## config.mk

```make
export PLATFORM = sky130hd
export DESIGN_NAME = mem_arbiter
export DESIGN_NICKNAME = d
export VERILOG_FILES = /design/src/rtl/mem_arbiter.sv
export SDC_FILE = /design/constraint.sdc
export NUM_CORES = 1
export LEC_CHECK = 0
export CORE_AREA = 2 2 270 272
export DETAILED_ROUTE_END_ITERATION = 10
export DIE_AREA = 0 0 272 274
export DONT_BUFFER_PORTS = 1
export SLEW_MARGIN = 10
export SYNTH_ARGS = -nofsm -noshare
export SYNTH_HDL_FRONTEND = slang
export SYNTH_SLANG_ARGS = --single-unit
```

## constraint.sdc

```tcl
create_clock -name clk -period 2.2 [get_ports clk]
set_input_delay 0.33 -clock clk [delete_from_list [all_inputs] [get_ports clk]]
set_output_delay 0.33 -clock clk [all_outputs]
set_load 0.02 [all_outputs]
```

## src/rtl/mem_arbiter.sv

```systemverilog
// mem_arbiter: shares the single physical-memory port between the LC-3b
// I-cache and D-cache. One requester is granted per transaction, its request
// is passed straight through to pmem, and pmem_resp is routed back to the
// granted side only. Ties are broken round-robin against the last grant, and
// every transaction is followed by at least one IDLE cycle.
module mem_arbiter #(
  parameter int ADDR_WIDTH = 16,
  parameter int LINE_WIDTH = 128
) (
  input  logic                  clk,
  input  logic                  reset_n,
  // I-cache side
  input  logic                  i_read,
  input  logic [ADDR_WIDTH-1:0] i_address,
  output logic [LINE_WIDTH-1:0] i_rdata,
  output logic                  i_resp,
  // D-cache side
  input  logic                  d_read,
  input  logic                  d_write,
  input  logic [ADDR_WIDTH-1:0] d_address,
  input  logic [LINE_WIDTH-1:0] d_wdata,
  output logic [LINE_WIDTH-1:0] d_rdata,
  output logic                  d_resp,
  // physical memory side
  output logic                  pmem_read,
  output logic                  pmem_write,
  output logic [ADDR_WIDTH-1:0] pmem_address,
  output logic [LINE_WIDTH-1:0] pmem_wdata,
  input  logic [LINE_WIDTH-1:0] pmem_rdata,
  input  logic                  pmem_resp,
  // grant select, same encoding as the datapath 3-input muxes
  output logic [1:0]            arb_sel
);

  typedef enum logic [1:0] {
    IDLE    = 2'b00,
    SERVE_I = 2'b01,
    SERVE_D = 2'b10
  } state_t;

  // Grant encoding; also the value held in the last-grant register.
  localparam logic GRANT_I = 1'b0;
  localparam logic GRANT_D = 1'b1;

  state_t r_state;
  state_t w_stateNext;
  logic   r_lastGrant;
  logic   w_lastGrantNext;

  logic   w_iReq;
  logic   w_dReq;

  assign w_iReq = i_read;
  assign w_dReq = d_read | d_write;

  // Read data is broadcast to both caches; only the resp lines qualify it.
  assign i_rdata = pmem_rdata;
  assign d_rdata = pmem_rdata;

  // State and last-grant registers; reset leaves last grant at D so the
  // first tie after reset goes to the I-cache.
  always_ff @(posedge clk or negedge reset_n) begin
    if (!reset_n) begin
      r_state     <= IDLE;
      r_lastGrant <= GRANT_D;
    end else begin
      r_state     <= w_stateNext;
      r_lastGrant <= w_lastGrantNext;
    end
  end

  // Next-state logic: arbitrate in IDLE, hold a grant until pmem responds.
  always_comb begin
    w_stateNext     = r_state;
    w_lastGrantNext = r_lastGrant;
    unique case (r_state)
      IDLE: begin
        if (w_iReq && w_dReq) begin
          w_stateNext = (r_lastGrant == GRANT_D) ? SERVE_I : SERVE_D;
        end else if (w_iReq) begin
          w_stateNext = SERVE_I;
        end else if (w_dReq) begin
          w_stateNext = SERVE_D;
        end
      end
      SERVE_I: begin
        if (pmem_resp) begin
          w_stateNext     = IDLE;
          w_lastGrantNext = GRANT_I;
        end
      end
      SERVE_D: begin
        if (pmem_resp) begin
          w_stateNext     = IDLE;
          w_lastGrantNext = GRANT_D;
        end
      end
      default: begin
        w_stateNext = IDLE;
      end
    endcase
  end

  // Output steering: pass the granted requester through to pmem and return
  // pmem_resp to it in the same cycle. A stray resp in IDLE goes nowhere.
  always_comb begin
    arb_sel      = 2'b00;
    pmem_read    = 1'b0;
    pmem_write   = 1'b0;
    pmem_address = '0;
    pmem_wdata   = '0;
    i_resp       = 1'b0;
    d_resp       = 1'b0;
    unique case (r_state)
      IDLE: begin
        arb_sel = 2'b00;
      end
      SERVE_I: begin
        arb_sel      = 2'b01;
        pmem_read    = i_read;
        pmem_address = i_address;
        i_resp       = pmem_resp;
      end
      SERVE_D: begin
        arb_sel      = 2'b10;
        pmem_read    = d_read & ~d_write;
        pmem_write   = d_write;
        pmem_address = d_address;
        pmem_wdata   = d_wdata;
        d_resp       = pmem_resp;
      end
      default: begin
        arb_sel = 2'b00;
      end
    endcase
  end

endmodule

```

==> flow_summary.toml, run 1 <==
[routing]
dr_wl_met3_mm = 7.12
met2_length_mm = 15.6
drtAntennaViolNets = 0
wire_per_inst_um = 25.9
finalWirelength_mm = 31.7
via_per_inst = 2.02
vias = 2472
drc = 0
drt-met1-wl_mm = 6.34
top_layer_used = "met5"
drtIter0Drc = 101
detail_route.first_pass.iterations = 4

[power_and_ir_drop]
power_density_nw_per_um2 = 1100
ir_drop_uv = 602
power.leakage_nw = 1.00

[sta]
finalSetupTns_ps = 0
finalSetupViolations = 0
fmax_mhz = 486
setup_slack_ps = 141
skew_ps = 4.19
hold_viol = 0
maxSlewViolCount = 0
finalCriticalPeriod_ps = 2060
rsz0062_at_grt = "false"
worst_pin_slew_ps = 322
timing.final.crit_share_pct = 93.6
slew_headroom_pct = 78.5

[global_route]
first_global_vias = 2338
grt_overflow = 0
grt_max_degree = 60
grtUsageTotal_pct = 7.88
grt_pass1_wl_mm = 35.5
antenna_found_initial = 80

[setup_path]
cp.arrival_ps = 1730
criticalPathCategory = "reg -> out"
cp.required_ps = 1870
path_cells = "inv_1, ha_1, buf_4, a22oi_1, nor2b_1, buf_4"
critPathMaxStageDelay_ps = 400
cp_slowest_cell = "dfrtp_1"
r2r_start = "r_state[1]"
cp_max_fo = 18
r2r_cells = 6
regToRegEndpoint = "r_state[1]"
path_buf_inv = 3
ff2ff_setup_slack_ps = 580
crit_path_frequent_cell = "buf_4"
crit_path_end_kind = "output pin"
critPathTopFamily = "buffers and inverters"
cp-start-kind = "flop"

[placement]
gp_congestion = 0.764
dpl.cell_count = 1198
portBuffers = 0
hpwl_mm = 29.2
place_ws_ps = 231

[worst_hold_path]
min_to = "r_lastGrant"
hold_depth = 2
hold_class = "in -> reg"
worst_hold_startpoint = "pmem_resp"

[finish]
final-seq-area_um2 = 76.3
synthToLayoutAreaGrowth_pct = 1.73
fillers = 8530
drive_gt1_share_pct = 46.6
multi_input_area_um2 = 1280
nNetsFinal = 547
final_cells = 1224

[logic_synthesis]
synth_warnings = 0
synthesis.nets = 765
synthXorXnorAreaFrac_pct = 0
yosysUniqueCellTypes = 25
yosys.area_share.simple_pct = 30.6
yosys_register_bits = 3
avgSynthCellArea_um2 = 7.29
synth_top_family_by_area = "buffers and inverters"
async_reset_ff_share_pct = 100
synth-compound-area-share_pct = 4.86
synthCells = 466
syn_area_um2 = 3400
synth-adder-area-share_pct = 1.84
synthMuxAreaShare_pct = 0
yosysSeqAreaShare_pct = 2.25
ys.flop_type = "dfrtp_1"
synth_edf_count = 0

[clock_tree]
cts_tree = "done"
htreeDepth = 1
clockRootBuffer = "clkbuf_16"
clkSinkCount = 3
insertion_delay_ps = 230
path_clk_slew_ps = 30
cts_inserted_buffers = 3
clock_path_buffers = 2

[floorplan]
pin_count = 700
dieArea_um2 = 74500
core_um2 = 72000
row_count = 99
die_w_um = 272
start_util_pct = 4.72
chipHeight_um = 274

[run]
maxCapViolations = 0

[outcome]
status = "finished, final reports clean"
-- routing by layer --
layer / global-route usage, % / vias up
met3: 7.77 / 254
met4: 4.34 / 58
met2: 14.5 / 549
met1: 4.66 / 862
met5: 0 / -
li1: - / 749
-- stage by stage --
step	util (%)	hold WS (ps)	power, mW	instance area [µm²]
5_1_grt	4.76	244	4.00	3430
3_3_place_gp	4.57	36.4	3.49	3290
3_5_place_dp	4.57	36.4	3.52	3290
2_1_floorplan	-	34.4	2.87	3400
6_report	4.80	225	3.79	3460
4_1_cts	4.74	225	3.91	3410
-- cells in the mapped netlist, types with 2 or more instances --
library cell  number  share of area, %
buf_4            258                57
and2_1            76                14
and2_2            55                12
a22oi_1           16               3.5
nor2b_1           16               2.9
clkbuf_2          10               1.5
ha_1               5               1.8
clkbuf_1           4              0.44
inv_1              4              0.44
nand2_1            4              0.44
buf_6              3              0.99
dfrtp_1            2               1.5
-- sequential cells by signal, indices dropped and copies added (netlist names) --
signal       cells
r_lastGrant      1
r_state          2
-- cell families after synthesis --
kind of cell	count (synthesis)
buf+inv	280
flops	3
compound gates	22
simple gates	156
fa+ha+maj	5
-- placed cells by master, fill, tap and decap left out, types with 2 or more instances in the layout --
| master | count |
|---|---|
| dfrtp_1 | 2 |
| ha_1 | 4 |
| buf_12 | 29 |
| and2_2 | 55 |
| a22oi_1 | 16 |
| and2_1 | 76 |
| buf_4 | 23 |
| nor2b_1 | 16 |
| inv_1 | 4 |
| clkbuf_16 | 3 |
| nand2_1 | 4 |
| diode_2 | 18 |
-- worst register-to-register path: cells and delay by family (launching register included) --
family | cells | cell delay (ps)
compound gates | 1 | 210
flops | 1 | 440
buf+inv | 2 | 340
simple gates | 2 | 230
fa+ha+maj | 1 | 290
-- power breakdown --
group	switching (mW)	total, mW	internal (mW)
logic	2.09	3.37	1.28
registers	0.0306	0.117	0.0862
clock network	0.0633	0.304	0.240
-- cell type report --
class | instances | share of cell area, %
flip-flops and latches | 3 | 2.21
well taps | 959 | 34.7
repair buffers | 53 | 22.1
clock buffers | 4 | 2.28
diodes | 18 | 1.30
inverters | 4 | 0.434
multi-input cells | 183 | 37.0
-- how the worst max path moves through the flow --
| stage | from | endpoint | slack, ps | depth (start not counted) |
|---|---|---|---|---|
| 6_report | r_state[0] | pmem_address[12] | 140 | 6 |
| 3_5_place_dp | r_state[0] | pmem_wdata[88] | 230 | 5 |
| 4_1_cts | r_state[0] | pmem_wdata[88] | 110 | 5 |
| 3_3_place_gp | r_state[0] | pmem_wdata[82] | 300 | 5 |
| 5_1_grt | r_state[0] | pmem_read | 40 | 6 |
| 2_1_floorplan | r_state[0] | pmem_address[10] | 520 | 6 |
-- repair_timing --
action / in CTS / in global routing
hold endpoints to repair: 3 / 0
setup buffers: 3 / 0
gates resized for setup: 0 / 0
setup endpoints to repair: 7 / 0
hold buffers: 1 / 0
No activity file was read; power rests on OpenSTA's default activity.
==> run 2: changes to the inputs <==
Settings changed: GPL_TIMING_DRIVEN from default to 1.
Clock period 2.2 ns to 1.9 ns, I/O delays scaled along.
==> run 2 against run 1 <==
Against the previous run: the flow now finishes with violations (negative setup slack); wire length rose by 2.5%; first-iteration DRC count rose by 35%; sequential power rose by 14%; final cell count rose by 1.2%; total power rose by 33%; clock power rose by 10%; register-to-register slack got worse by 200 ps; global-route usage rose by 0.12 points; utilization rose by 0.43 points; via count rose by 1.7%; combinational power rose by 36%; non-clock buffer count rose by 11; largest power group unchanged.
==> flow_summary.toml, run 2 (synthesis results as in run 1) <==
[sta]
finalSetupTns_ps = -48.1
finalCriticalPeriod_ps = 1910
fmax_mhz = 525
skew_ps = 0.457
hold_viol = 0
worst_pin_slew_ps = 315
rsz0062_at_grt = "true"
maxSlewViolCount = 0
timing.final.crit_share_pct = 100
finalSetupViolations = 18
setup_slack_ps = -5.28
hold_ws_ps = 181
slew_headroom_pct = 79.0

[finish]
final_cells = 1239
drive_gt1_share_pct = 54.3
largest_register_ffs = 2
nNetsFinal = 558
final_cell_mix = "and2_1, and2_2, buf_12"
fillers = 8507
finalInstanceArea_um2 = 3770
reg.largest.list = "r_state x2, r_lastGrant x1"
synthToLayoutAreaGrowth_pct = 10.9
final_common_cell = "and2_1"
final_core_util_pct = 5.23
top_register = "r_state"

[setup_path]
cp.required_ps = 1620
path_depth = 5
cp.arrival_ps = 1620
criticalPathCategory = "reg -> out"
regToRegEndpoint = "r_state[1]"
crit_end = "pmem_wdata[113]"
critPathLaunch = "r_state[0]"
r2r_start = "r_state[1]"
cp_slowest_cell = "dfrtp_1"
path_cells = "inv_2, ha_4, buf_12, bufbuf_16, and2_2"
critPathMaxStageDelay_ps = 380
path_buf_inv = 3
r2r_cells = 6
cp-start-kind = "flop"
cp_max_fo = 29
crit_path_end_kind = "output pin"
critPathTopFamily = "buffers and inverters"
ff2ff_setup_slack_ps = 380

[global_route]
grtUsageTotal_pct = 8.00
first_global_vias = 2354
grt_overflow = 0
grt_pass1_wl_mm = 36.1
grt_max_degree = 31
antenna_found_initial = 77

[placement]
place_area_um2 = 3390
dpl.cell_count = 1203
gp_congestion = 0.739
hpwl_mm = 29.2
portBuffers = 0
place_ws_ps = 114

[power_and_ir_drop]
power.leakage_nw = 1.13
power_density_nw_per_um2 = 1340
p_int_mw = 2.35
pwr-share-seq_pct = 2.6
combPwrFrac_pct = 90.7
p_sw_mw = 2.70
swShare_pct = 53.4
finalPower_mw = 5.05
ir_drop_uv = 1320
power_frac_clock_pct = 6.6

[routing]
vias = 2513
finalWirelength_mm = 32.5
drtAntennaViolNets = 0
drc = 0
detail_route.first_pass.iterations = 4
wire_per_inst_um = 26.3
drtIter0Drc = 136
via_per_inst = 2.03

[floorplan]
start_util_pct = 4.72
row_count = 99
dieArea_um2 = 74500
pin_count = 700
die_w_um = 272
core_um2 = 72000
chipHeight_um = 274

[clock_tree]
cts_inserted_buffers = 3
htreeDepth = 1
clockRootBuffer = "clkbuf_16"
insertion_delay_ps = 220
path_clk_slew_ps = 30
clock_path_buffers = 2
clkSinkCount = 3
cts_tree = "done"

[outcome]
status = "finished with violations"
violations = "negative setup slack"

[worst_hold_path]
hold_class = "in -> reg"

[run]
maxCapViolations = 0
## run 2: worst min-delay path by stage
stage / startpoint / end / slack [ps] / cells after the start
floorplan: reset_n / r_state[0] / -10 / 0
global placement: reset_n / r_state[0] / -8 / 0
detailed placement: reset_n / r_state[0] / -8 / 0
CTS: pmem_resp / r_lastGrant / 180 / 2
global route: pmem_resp / r_lastGrant / 200 / 2
finish: pmem_resp / r_lastGrant / 180 / 2
## run 2: timing repair
item	4_1_cts	5_1_grt
hold endpoints to repair	3	0
resized for setup	7	11
pin swaps	1	0
hold buffers	1	0
endpoints found under the setup margin	123	84
setup buffers	3	2
gates cloned	1	3
## run 2: power by group through the flow
stage               Combinational, mW  Clock, mW  Sequential [mW]
finish                           4.58      0.335            0.133
global route                     4.87      0.345            0.136
CTS                              4.42      0.338            0.137
detailed placement               4.15          0            0.131
global placement                 4.11          0            0.128
floorplan                        3.20          0            0.120
## run 2: area by class of cell
cell class | instances | area (µm²) | area share, %
Antenna cell | 22 | 55.1 | 1.46
Inverter | 4 | 15.0 | 0.399
Clock buffer | 4 | 78.8 | 2.09
Multi-Input combinational cell | 183 | 1320 | 34.9
Tap cell | 959 | 1200 | 31.8
Timing Repair Buffer | 64 | 1030 | 27.2
Sequential cell | 3 | 77.6 | 2.06
## run 2: metal layers
metal	vias up	share of wire, %	global-route usage, %
met5	-	1.1	0
met4	50	6.7	4.24
met3	244	22	7.50
met2	527	49	14.8
met1	909	21	5.02
li1	783	-	-
==> run 3: changes to the inputs <==
Settings changed: GPL_TIMING_DRIVEN 1 to 0.
==> run 3 against run 2 <==
Against the previous run: the flow still finishes with violations (negative setup slack); total power up 24%; non-clock buffer count up 221; worst hold slack better by 9.0 ps; sequential power up 5%; register-to-register slack better by 70 ps; combinational power up 26%; global-route usage up 0.26 points; largest cell class is now buffers.
==> flow_summary.toml, run 3 (synthesis results as in run 1) <==
[global_route]
grt_pass1_wl_mm = 37.5
first_global_vias = 2800
grt_overflow = 0
grt_max_degree = 11
antenna_found_initial = 23
grtUsageTotal_pct = 8.26

[setup_path]
ff2ff_setup_slack_ps = 450
regToRegEndpoint = "r_state[1]"
critPathMaxStageDelay_ps = 400
cp.arrival_ps = 1650
path_buf_inv = 3
cp_slowest_cell = "dfrtp_1"
path_cells = "buf_4, ha_2, buf_6, buf_8, a22oi_2, nor2b_4"
cp_max_fo = 10
cp-start-kind = "flop"
criticalPathCategory = "reg -> out"
cp.required_ps = 1620
crit_path_end_kind = "output pin"
r2r_cells = 6
critPathTopFamily = "buffers and inverters"
r2r_start = "r_state[0]"

[finish]
drive_gt1_share_pct = 94.2
nNetsFinal = 779
fillers = 8416
final_common_cell = "buf_4"
synthToLayoutAreaGrowth_pct = 58.3
final_cell_mix = "buf_4, and2_4, and2_2"
reg.largest.list = "r_state x2, r_lastGrant x1"
top_register = "r_state"
final_cells = 1446
largest_register_ffs = 2

[clock_tree]
clock_path_buffers = 2
clkSinkCount = 3
insertion_delay_ps = 220
htreeDepth = 1
clockRootBuffer = "clkbuf_16"
cts_inserted_buffers = 3
path_clk_slew_ps = 30
cts_tree = "done"

[routing]
met2_length_mm = 18.3
finalWirelength_mm = 34.2
drtIter0Drc = 112
top_layer_used = "met5"
vias = 3108
drc = 0
drtAntennaViolNets = 0
dr_wl_met3_mm = 4.70
wire_per_inst_um = 23.7
detail_route.first_pass.iterations = 4
via_per_inst = 2.15
drt-met1-wl_mm = 10.1

[sta]
rsz0062_at_grt = "true"
timing.final.crit_share_pct = 102
hold_viol = 0
slew_headroom_pct = 75.8
skew_ps = 0.0436
finalSetupViolations = 4
maxSlewViolCount = 0
fmax_mhz = 516
finalCriticalPeriod_ps = 1940
finalSetupTns_ps = -67.7
worst_pin_slew_ps = 362
setup_slack_ps = -37.3

[placement]
gp_congestion = 0.929
dpl.cell_count = 1425
portBuffers = 0
place_ws_ps = -895
hpwl_mm = 31.7

[floorplan]
pin_count = 700
row_count = 99
start_util_pct = 4.72
chipHeight_um = 274
core_um2 = 72000
dieArea_um2 = 74500
die_w_um = 272

[outcome]
status = "finished with violations"
violations = "negative setup slack"

[power_and_ir_drop]
finalPower_mw = 6.26
power_density_nw_per_um2 = 1160
ir_drop_uv = 677
power.leakage_nw = 2.26

[worst_hold_path]
min_to = "r_lastGrant"
worst_hold_startpoint = "pmem_resp"
hold_class = "in -> reg"
hold_depth = 2

[run]
maxCapViolations = 0
[run 3: cell types whose count changed in the layout (fill, tap and decap cells not counted), sizes merged]
cell	change
buf	+217
diode	-14
clkbuf	+5
bufbuf	-1
[run 3: worst max path at each step]
stage,end,depth (start not counted),start
3_3_place_gp,pmem_write,4,r_state[0]
4_1_cts,pmem_read,7,r_state[0]
6_report,pmem_address[12],6,r_state[0]
5_1_grt,pmem_read,7,r_state[0]
3_5_place_dp,pmem_write,4,r_state[0]
2_1_floorplan,pmem_address[10],6,r_state[0]
[run 3: layout make-up]
| type | count | area, µm² | area share (%) |
|---|---|---|---|
| clock buffers | 4 | 78.8 | 1.47 |
| diodes | 8 | 20.0 | 0.372 |
| flip-flops and latches | 3 | 77.6 | 1.44 |
| well taps | 959 | 1200 | 22.3 |
| multi-input cells | 183 | 1650 | 30.6 |
| plain buffers | 276 | 2210 | 41.0 |
| repair buffers | 9 | 136 | 2.53 |
| inverters | 4 | 15.0 | 0.279 |
[run 3: where the power goes]
part,switching [mW],internal (mW)
combinational,3.48,2.30
clock,0.0616,0.277
sequential,0.0368,0.102
total,3.58,2.68
[run 3: per-stage QoR]
stage                     hold slack [ps]  utilization [%]  instance area (µm²)
after global routing                  188             7.46                 5370
after global placement              -8.57             6.39                 4600
after CTS                             174             7.27                 5230
after detailed placement            -8.39             6.39                 4600
after floorplan                     -10.6                -                 3400
final                                 190             7.48                 5380
[run 3: layer usage]
| layer | track usage [%] | up-vias |
|---|---|---|
| li1 | - | 1202 |
| met5 | 0 | - |
| met2 | 16.2 | 459 |
| met1 | 7.47 | 1377 |
| met3 | 3.95 | 52 |
| met4 | 2.21 | 18 |
[run 3: what timing repair did]
action | 4_1_cts | 5_1_grt
endpoints found under the setup margin | 147 | 133
hold buffers | 1 | 0
setup buffers | 5 | 0
pin swaps | 23 | 31
hold endpoints to repair | 3 | 0
cloned | 1 | 2
resized for setup | 221 | 51
